File: src/rtl/mult_div_unit_if.sv
// rtl/mult_div_unit_if.sv - request/result signal bundle for mult_div_unit
interface mult_div_unit_if #(
    parameter int WIDTH = 32
);
    logic             start;
    logic [1:0]       op;
    logic [WIDTH-1:0] oper_a;
    logic [WIDTH-1:0] oper_b;
    logic             hi_write;
    logic             lo_write;
    logic             busy;
    logic             done;
    logic             div_by_zero;
    logic [WIDTH-1:0] HI;
    logic [WIDTH-1:0] LO;

    modport master (
        output start, op, oper_a, oper_b, hi_write, lo_write,
        input  busy, done, div_by_zero, HI, LO
    );

    modport slave (
        input  start, op, oper_a, oper_b, hi_write, lo_write,
        output busy, done, div_by_zero, HI, LO
    );
endinterface

File: src/rtl/mult_div_unit.sv
// rtl/mult_div_unit.sv - multicycle MULT/MULTU/DIV/DIVU unit with HI/LO registers
// Divider datapath is built only when MULT_DIV_DIVIDE_EN is defined.
module mult_div_unit #(
    parameter int WIDTH = 32
) (
    input  logic            Clk,
    input  logic            reset,
    mult_div_unit_if.slave  bus
);
    localparam int CW = (WIDTH > 1) ? $clog2(WIDTH) : 1;

    typedef enum logic [1:0] {IDLE, CALC, FIX, DONE} state_t;

    state_t           state;
    logic [CW-1:0]    cnt;
    logic [WIDTH-1:0] mcand;
    logic [WIDTH-1:0] acc_hi;
    logic [WIDTH-1:0] acc_lo;
    logic             prod_neg;
    logic [WIDTH-1:0] hi_r;
    logic [WIDTH-1:0] lo_r;
    logic             busy_r;
    logic             done_r;
    logic             dbz_r;
`ifdef MULT_DIV_DIVIDE_EN
    logic             div_r;
    logic             rem_neg;
`endif

    // Only the signed ops (op[0]=0) strip signs; the unsigned core fixes them up in FIX.
    logic             op_signed;
    logic             a_neg;
    logic             b_neg;
    logic [WIDTH-1:0] mag_a;
    logic [WIDTH-1:0] mag_b;
    assign op_signed = ~bus.op[0];
    assign a_neg     = op_signed & bus.oper_a[WIDTH-1];
    assign b_neg     = op_signed & bus.oper_b[WIDTH-1];
    assign mag_a     = a_neg ? (-bus.oper_a) : bus.oper_a;
    assign mag_b     = b_neg ? (-bus.oper_b) : bus.oper_b;

    // Shift-add step: multiplier sits in acc_lo and drains out of its LSB.
    logic [WIDTH:0]     mul_sum;
    logic [2*WIDTH-1:0] prod_fix;
    assign mul_sum  = {1'b0, acc_hi} + {1'b0, (acc_lo[0] ? mcand : {WIDTH{1'b0}})};
    assign prod_fix = prod_neg ? (-{acc_hi, acc_lo}) : {acc_hi, acc_lo};

`ifdef MULT_DIV_DIVIDE_EN
    // Restoring step: acc_hi is the partial remainder, acc_lo the dividend/quotient.
    logic [WIDTH:0]   div_trial;
    logic [WIDTH-1:0] quot_fix;
    logic [WIDTH-1:0] rem_fix;
    assign div_trial = {acc_hi, acc_lo[WIDTH-1]} - {1'b0, mcand};
    assign quot_fix  = prod_neg ? (-acc_lo) : acc_lo;
    assign rem_fix   = rem_neg  ? (-acc_hi) : acc_hi;
`endif

    always_ff @(posedge Clk or negedge reset) begin
        if (!reset) begin
            state    <= IDLE;
            cnt      <= '0;
            mcand    <= '0;
            acc_hi   <= '0;
            acc_lo   <= '0;
            prod_neg <= 1'b0;
            hi_r     <= '0;
            lo_r     <= '0;
            busy_r   <= 1'b0;
            done_r   <= 1'b0;
            dbz_r    <= 1'b0;
`ifdef MULT_DIV_DIVIDE_EN
            div_r    <= 1'b0;
            rem_neg  <= 1'b0;
`endif
        end else begin
            if (!busy_r) begin
                if (bus.hi_write) hi_r <= bus.oper_a;
                if (bus.lo_write) lo_r <= bus.oper_a;
            end
            done_r <= 1'b0;
            case (state)
                IDLE: begin
                    if (bus.start) begin
                        mcand    <= mag_b;
                        acc_hi   <= '0;
                        acc_lo   <= mag_a;
                        prod_neg <= a_neg ^ b_neg;
                        cnt      <= CW'(WIDTH - 1);
                        dbz_r    <= 1'b0;
`ifdef MULT_DIV_DIVIDE_EN
                        div_r    <= bus.op[1];
                        rem_neg  <= a_neg;
                        if (bus.op[1] && (bus.oper_b == '0)) begin
                            state  <= DONE;
                            done_r <= 1'b1;
                            dbz_r  <= 1'b1;
                        end else begin
                            state  <= CALC;
                            busy_r <= 1'b1;
                        end
`else
                        if (bus.op[1]) begin
                            state  <= DONE;
                            done_r <= 1'b1;
                        end else begin
                            state  <= CALC;
                            busy_r <= 1'b1;
                        end
`endif
                    end
                end
                CALC: begin
`ifdef MULT_DIV_DIVIDE_EN
                    if (div_r) begin
                        if (!div_trial[WIDTH]) begin
                            acc_hi <= div_trial[WIDTH-1:0];
                            acc_lo <= {acc_lo[WIDTH-2:0], 1'b1};
                        end else begin
                            acc_hi <= {acc_hi[WIDTH-2:0], acc_lo[WIDTH-1]};
                            acc_lo <= {acc_lo[WIDTH-2:0], 1'b0};
                        end
                    end else begin
                        {acc_hi, acc_lo} <= {mul_sum, acc_lo[WIDTH-1:1]};
                    end
`else
                    {acc_hi, acc_lo} <= {mul_sum, acc_lo[WIDTH-1:1]};
`endif
                    if (cnt == '0) state <= FIX;
                    else           cnt   <= cnt - 1'b1;
                end
                FIX: begin
`ifdef MULT_DIV_DIVIDE_EN
                    if (div_r) begin
                        hi_r <= rem_fix;
                        lo_r <= quot_fix;
                    end else begin
                        {hi_r, lo_r} <= prod_fix;
                    end
`else
                    {hi_r, lo_r} <= prod_fix;
`endif
                    state  <= DONE;
                    busy_r <= 1'b0;
                    done_r <= 1'b1;
                end
                DONE: state <= IDLE;
                default: state <= IDLE;
            endcase
        end
    end

    assign bus.busy        = busy_r;
    assign bus.done        = done_r;
    assign bus.div_by_zero = dbz_r;
    assign bus.HI          = hi_r;
    assign bus.LO          = lo_r;
endmodule

File: src/flat_wrapper.sv
// flat-port wrapper written by rule: the top's interface ports become plain ports
module mult_div_unit_flat 
#(
    parameter int WIDTH = 32
)
  (Clk, reset, bus_start, bus_op, bus_oper_a, bus_oper_b, bus_hi_write, bus_lo_write, bus_busy, bus_done, bus_div_by_zero, bus_HI, bus_LO);
  mult_div_unit_if #(.WIDTH(WIDTH)) bus_i ();
  input  logic Clk;
  input  logic reset;
  input wire logic [$bits(bus_i.start)-1:0] bus_start;
  input wire logic [$bits(bus_i.op)-1:0] bus_op;
  input wire logic [$bits(bus_i.oper_a)-1:0] bus_oper_a;
  input wire logic [$bits(bus_i.oper_b)-1:0] bus_oper_b;
  input wire logic [$bits(bus_i.hi_write)-1:0] bus_hi_write;
  input wire logic [$bits(bus_i.lo_write)-1:0] bus_lo_write;
  output wire logic [$bits(bus_i.busy)-1:0] bus_busy;
  output wire logic [$bits(bus_i.done)-1:0] bus_done;
  output wire logic [$bits(bus_i.div_by_zero)-1:0] bus_div_by_zero;
  output wire logic [$bits(bus_i.HI)-1:0] bus_HI;
  output wire logic [$bits(bus_i.LO)-1:0] bus_LO;
  assign bus_i.start = bus_start;
  assign bus_i.op = bus_op;
  assign bus_i.oper_a = bus_oper_a;
  assign bus_i.oper_b = bus_oper_b;
  assign bus_i.hi_write = bus_hi_write;
  assign bus_i.lo_write = bus_lo_write;
  assign bus_busy = bus_i.busy;
  assign bus_done = bus_i.done;
  assign bus_div_by_zero = bus_i.div_by_zero;
  assign bus_HI = bus_i.HI;
  assign bus_LO = bus_i.LO;
  mult_div_unit #(.WIDTH(WIDTH)) u_core (.Clk(Clk), .reset(reset), .bus(bus_i));
endmodule
File: config.mk
export PLATFORM = sky130hd
export DESIGN_NAME = mult_div_unit_flat
export DESIGN_NICKNAME = d
export VERILOG_FILES = /design/src/rtl/mult_div_unit_if.sv /design/src/rtl/mult_div_unit.sv /design/src/flat_wrapper.sv
export SDC_FILE = /design/constraint.sdc
export NUM_CORES = 1
export LEC_CHECK = 0
export BUFFER_PORTS_ARGS = -buffer_cell sky130_fd_sc_hd__buf_2
export CAP_MARGIN = 20
export CELL_PAD_IN_SITES_DETAIL_PLACEMENT = 1
export CELL_PAD_IN_SITES_GLOBAL_PLACEMENT = 1
export CORE_MARGIN = 2
export CORE_UTILIZATION = 48
export CTS_BUF_LIST = sky130_fd_sc_hd__clkbuf_16
export CTS_CLUSTER_SIZE = 20
export DETAILED_ROUTE_END_ITERATION = 6
export GPL_TIMING_DRIVEN = 0
export MAX_ROUTING_LAYER = met4
export PLACE_DENSITY = 0.95
export SYNTH_ARGS = -nofsm -noshare
export SYNTH_HDL_FRONTEND = slang
export SYNTH_SLANG_ARGS = --single-unit
File: constraint.sdc
create_clock -name Clk -period 9.1 [get_ports Clk]
set_input_delay 1.365 -clock Clk [delete_from_list [all_inputs] [get_ports Clk]]
set_output_delay 1.365 -clock Clk [all_outputs]
set_load 0.01 [all_outputs]
==> results.yml <==
route:
  first_pass_iters: 6
  ant_nets: 0
  avgViaCountPerCell: 6.26
  wirelength_microns: 45400
  wl_per_cell_microns: 23.5
  drt_iter0_drc: 1004
  vias: 12085
  drc: 0
die:
  fp.dieH_microns: 162
  dieArea_sq_um: 26200
  initial_core_util: 0.491
  rows: 57
  core_area_sq_um: 24400
  ioPinCount: 138
  die_w_microns: 162
placement:
  dp_hpwl_microns: 35000
  place_ws_ns: 4.96
  dpl-instance-area_sq_um: 13100
  gp_congestion: 0.985
  io_buffers: 136
clock_network:
  htreeDepth: 4
  ctsLongestPathBuffers: 2
  clk_pin_slew_worst_paths_ns: 0.07
  cts_resized: 0
  clock_latency_ns: 0.46
  root_buffer: "clkbuf_16"
  numCtsBuffers: 17
  postCtsHoldBufs: 0
  clock_sinks: 170
  post_cts_buffers: 0
  cts_tree: "yes"
pwr:
  p_leak_nw: 5.85
  vdd_drop_max_uv: 119
  powerDensity_nw_per_um2: 350
critical_path:
  crit_type: "flip-flop to flip-flop"
  r2r-end: "u_core.acc_hi[29]"
  r2r-start: "u_core.acc_lo[0]"
  required_ns: 9.43
  r2r_setup_slack_ns: 4.90
  crit_path_start_kind: "flip-flop"
  arrival_ns: 4.54
  cp_max_fo: 10
  r2r_cells: 11
  end_kind: "flip-flop"
  crit_start: "u_core.acc_lo[0]"
sta:
  skew_ns: 0.0146
  maxSlewHeadroom: 0.288
  fmax_mhz: 238
  slew_viol_final: 0
  hold_viol_final: 0
  fin_crit_ns: 4.20
  worstMarginPinSlew_ns: 1.07
  finalSetupViolations: 0
  setup-tns-final_ns: 0
  setup_slack_ns: 4.90
  finalCritPeriodShare: 0.462
  grt_setup_unrepaired: "false"
grt:
  grt_start_max_net_pins: 110
  grt_usage: 0.363
  grt_first_pass_wirelength_microns: 71200
  grt_pass1_vias: 12896
  overflow: 0
  antenna_found_initial: 0
yosys:
  synth_top_area_cell: "dfrtp_1"
  syn_area_sq_um: 12000
  async_flop_share: 1.00
  ys_top_cells_by_count: "nand2_1, dfrtp_1, o21ai_0"
  synth_top_area_share: 0.355
  synth_edf_count: 0
  synth.avg_cell_area_sq_um: 8.32
  synth_fp_nets: 1550
  synthCells: 1438
  synth-seq-area-share: 0.355
  synth-seq-cells: 170
  synth.most_common_cell: "nand2_1"
  yosys-top-cells-area: "dfrtp_1, o21ai_0, xor2_1"
  ys_warn_count: 0
  synth_top_flop_cell: "dfrtp_1"
  ys_types: 65
hold_path:
  holdPathEnd: "u_core.mcand[29]"
  whs_path_depth: 2
  hp-start: "u_core.mcand[29]"
  hp-class: "flip-flop to flip-flop"
cells_and_area:
  multiInputGateArea_sq_um: 7300
  diodes: 0
  drive_above_1_share: 0.133
  final_core_util: 0.561
  final_cell_area_sq_um: 13700
  nFillCells: 3028
  area_growth_pct: 14.2
  final_net_count: 1706
  seq_area_sq_um: 4250
run_status:
  outcome: "finished clean"
flow_run:
  maxCapViolCount: 0
-- stage by stage --
step           hold WS, ns  cells  power (mW)
2_1_floorplan        0.442   1438        3.00
3_3_place_gp         0.456   1898        3.82
3_5_place_dp         0.464   1899        3.98
4_1_cts              0.480   1931        4.74
5_1_grt              0.501   1931        5.09
6_report             0.475   1931        4.79
-- critical path, stage by stage (launching register included) --
cell and delay (ns):
dfrtp_1 0.33, clkbuf_1 0.44, clkbuf_1 0.53, nand2_1 0.19, fa_1 0.47, nor2b_1 0.19, o2111ai_1 0.17, a21oi_1 0.35
o21ai_0 0.32, a2111oi_0 0.75, mux2i_1 0.27, nand2_1 0.07
-- per-layer routing --
| layer | GRT usage | share of wire | vias to the layer above |
|---|---|---|---|
| li1 | - | - | 5447 |
| met1 | 0.403 | 0.38 | 5918 |
| met2 | 0.632 | 0.50 | 550 |
| met3 | 0.0467 | 0.064 | 170 |
| met4 | 0.200 | 0.058 | 0 |
| met5 | - | 0 | - |
-- cells in the final DEF (no fill, tap or decap), types with 40 or more instances in the layout --
cell | Yosys | layout
a21oi_1 | 128 | 128
buf_2 | 0 | 135
clkbuf_1 | 79 | 79
dfrtp_1 | 170 | 170
ha_1 | 40 | 40
nand2_1 | 178 | 178
nor2_1 | 114 | 114
o21ai_0 | 164 | 164
xnor2_1 | 65 | 65
xor2_1 | 77 | 77
-- sequential cells by signal (all words and copies together) (netlist names) --
signal,flops
u_core.acc_lo,32
u_core.acc_hi,32
u_core.bus.busy,1
u_core.bus.LO,32
u_core.bus.HI,32
u_core.bus.done,1
u_core.prod_neg,1
u_core.cnt,5
u_core.mcand,32
u_core.state,2
-- cell type report --
type / count / share of cell area
well taps: 324 / 0.0296
plain buffers: 89 / 0.0253
multi-input cells: 1161 / 0.534
flip-flops and latches: 170 / 0.311
repair buffers: 137 / 0.0525
clock inverters: 15 / 0.0113
clock buffers: 17 / 0.0311
inverters: 18 / 0.00494
-- worst max path at each step --
stage	to	slack (ns)
finish	u_core.acc_hi[29]	4.90
global route	u_core.acc_hi[29]	4.60
CTS	u_core.acc_hi[29]	4.97
detailed placement	u_core.acc_lo[29]	4.96
global placement	u_core.mcand[28]	3.98
floorplan	u_core.acc_lo[29]	5.52
-- cell families (layout without fill, tap and decap cells) --
logic type / count (synthesis) / count (layout) / synth area share
multiplexers: 63 / 63 / 0.0557
adder cells (fa/ha/maj): 41 / 41 / 0.0435
buffers and inverters: 107 / 276 / 0.0345
XOR/XNOR: 142 / 142 / 0.104
AO/OA/AOI/OAI: 428 / 428 / 0.211
other: 1 / 1 / 0.000313
AND/OR/NAND/NOR: 486 / 486 / 0.196
flip-flops: 170 / 170 / 0.355
-- report_power, final --
group	internal [mW]	switching (mW)	total, mW
combinational	0.908	1.69	2.60
sequential	1.10	0.338	1.44
clock	0.389	0.361	0.750
No activity file was read; power rests on OpenSTA's default activity.
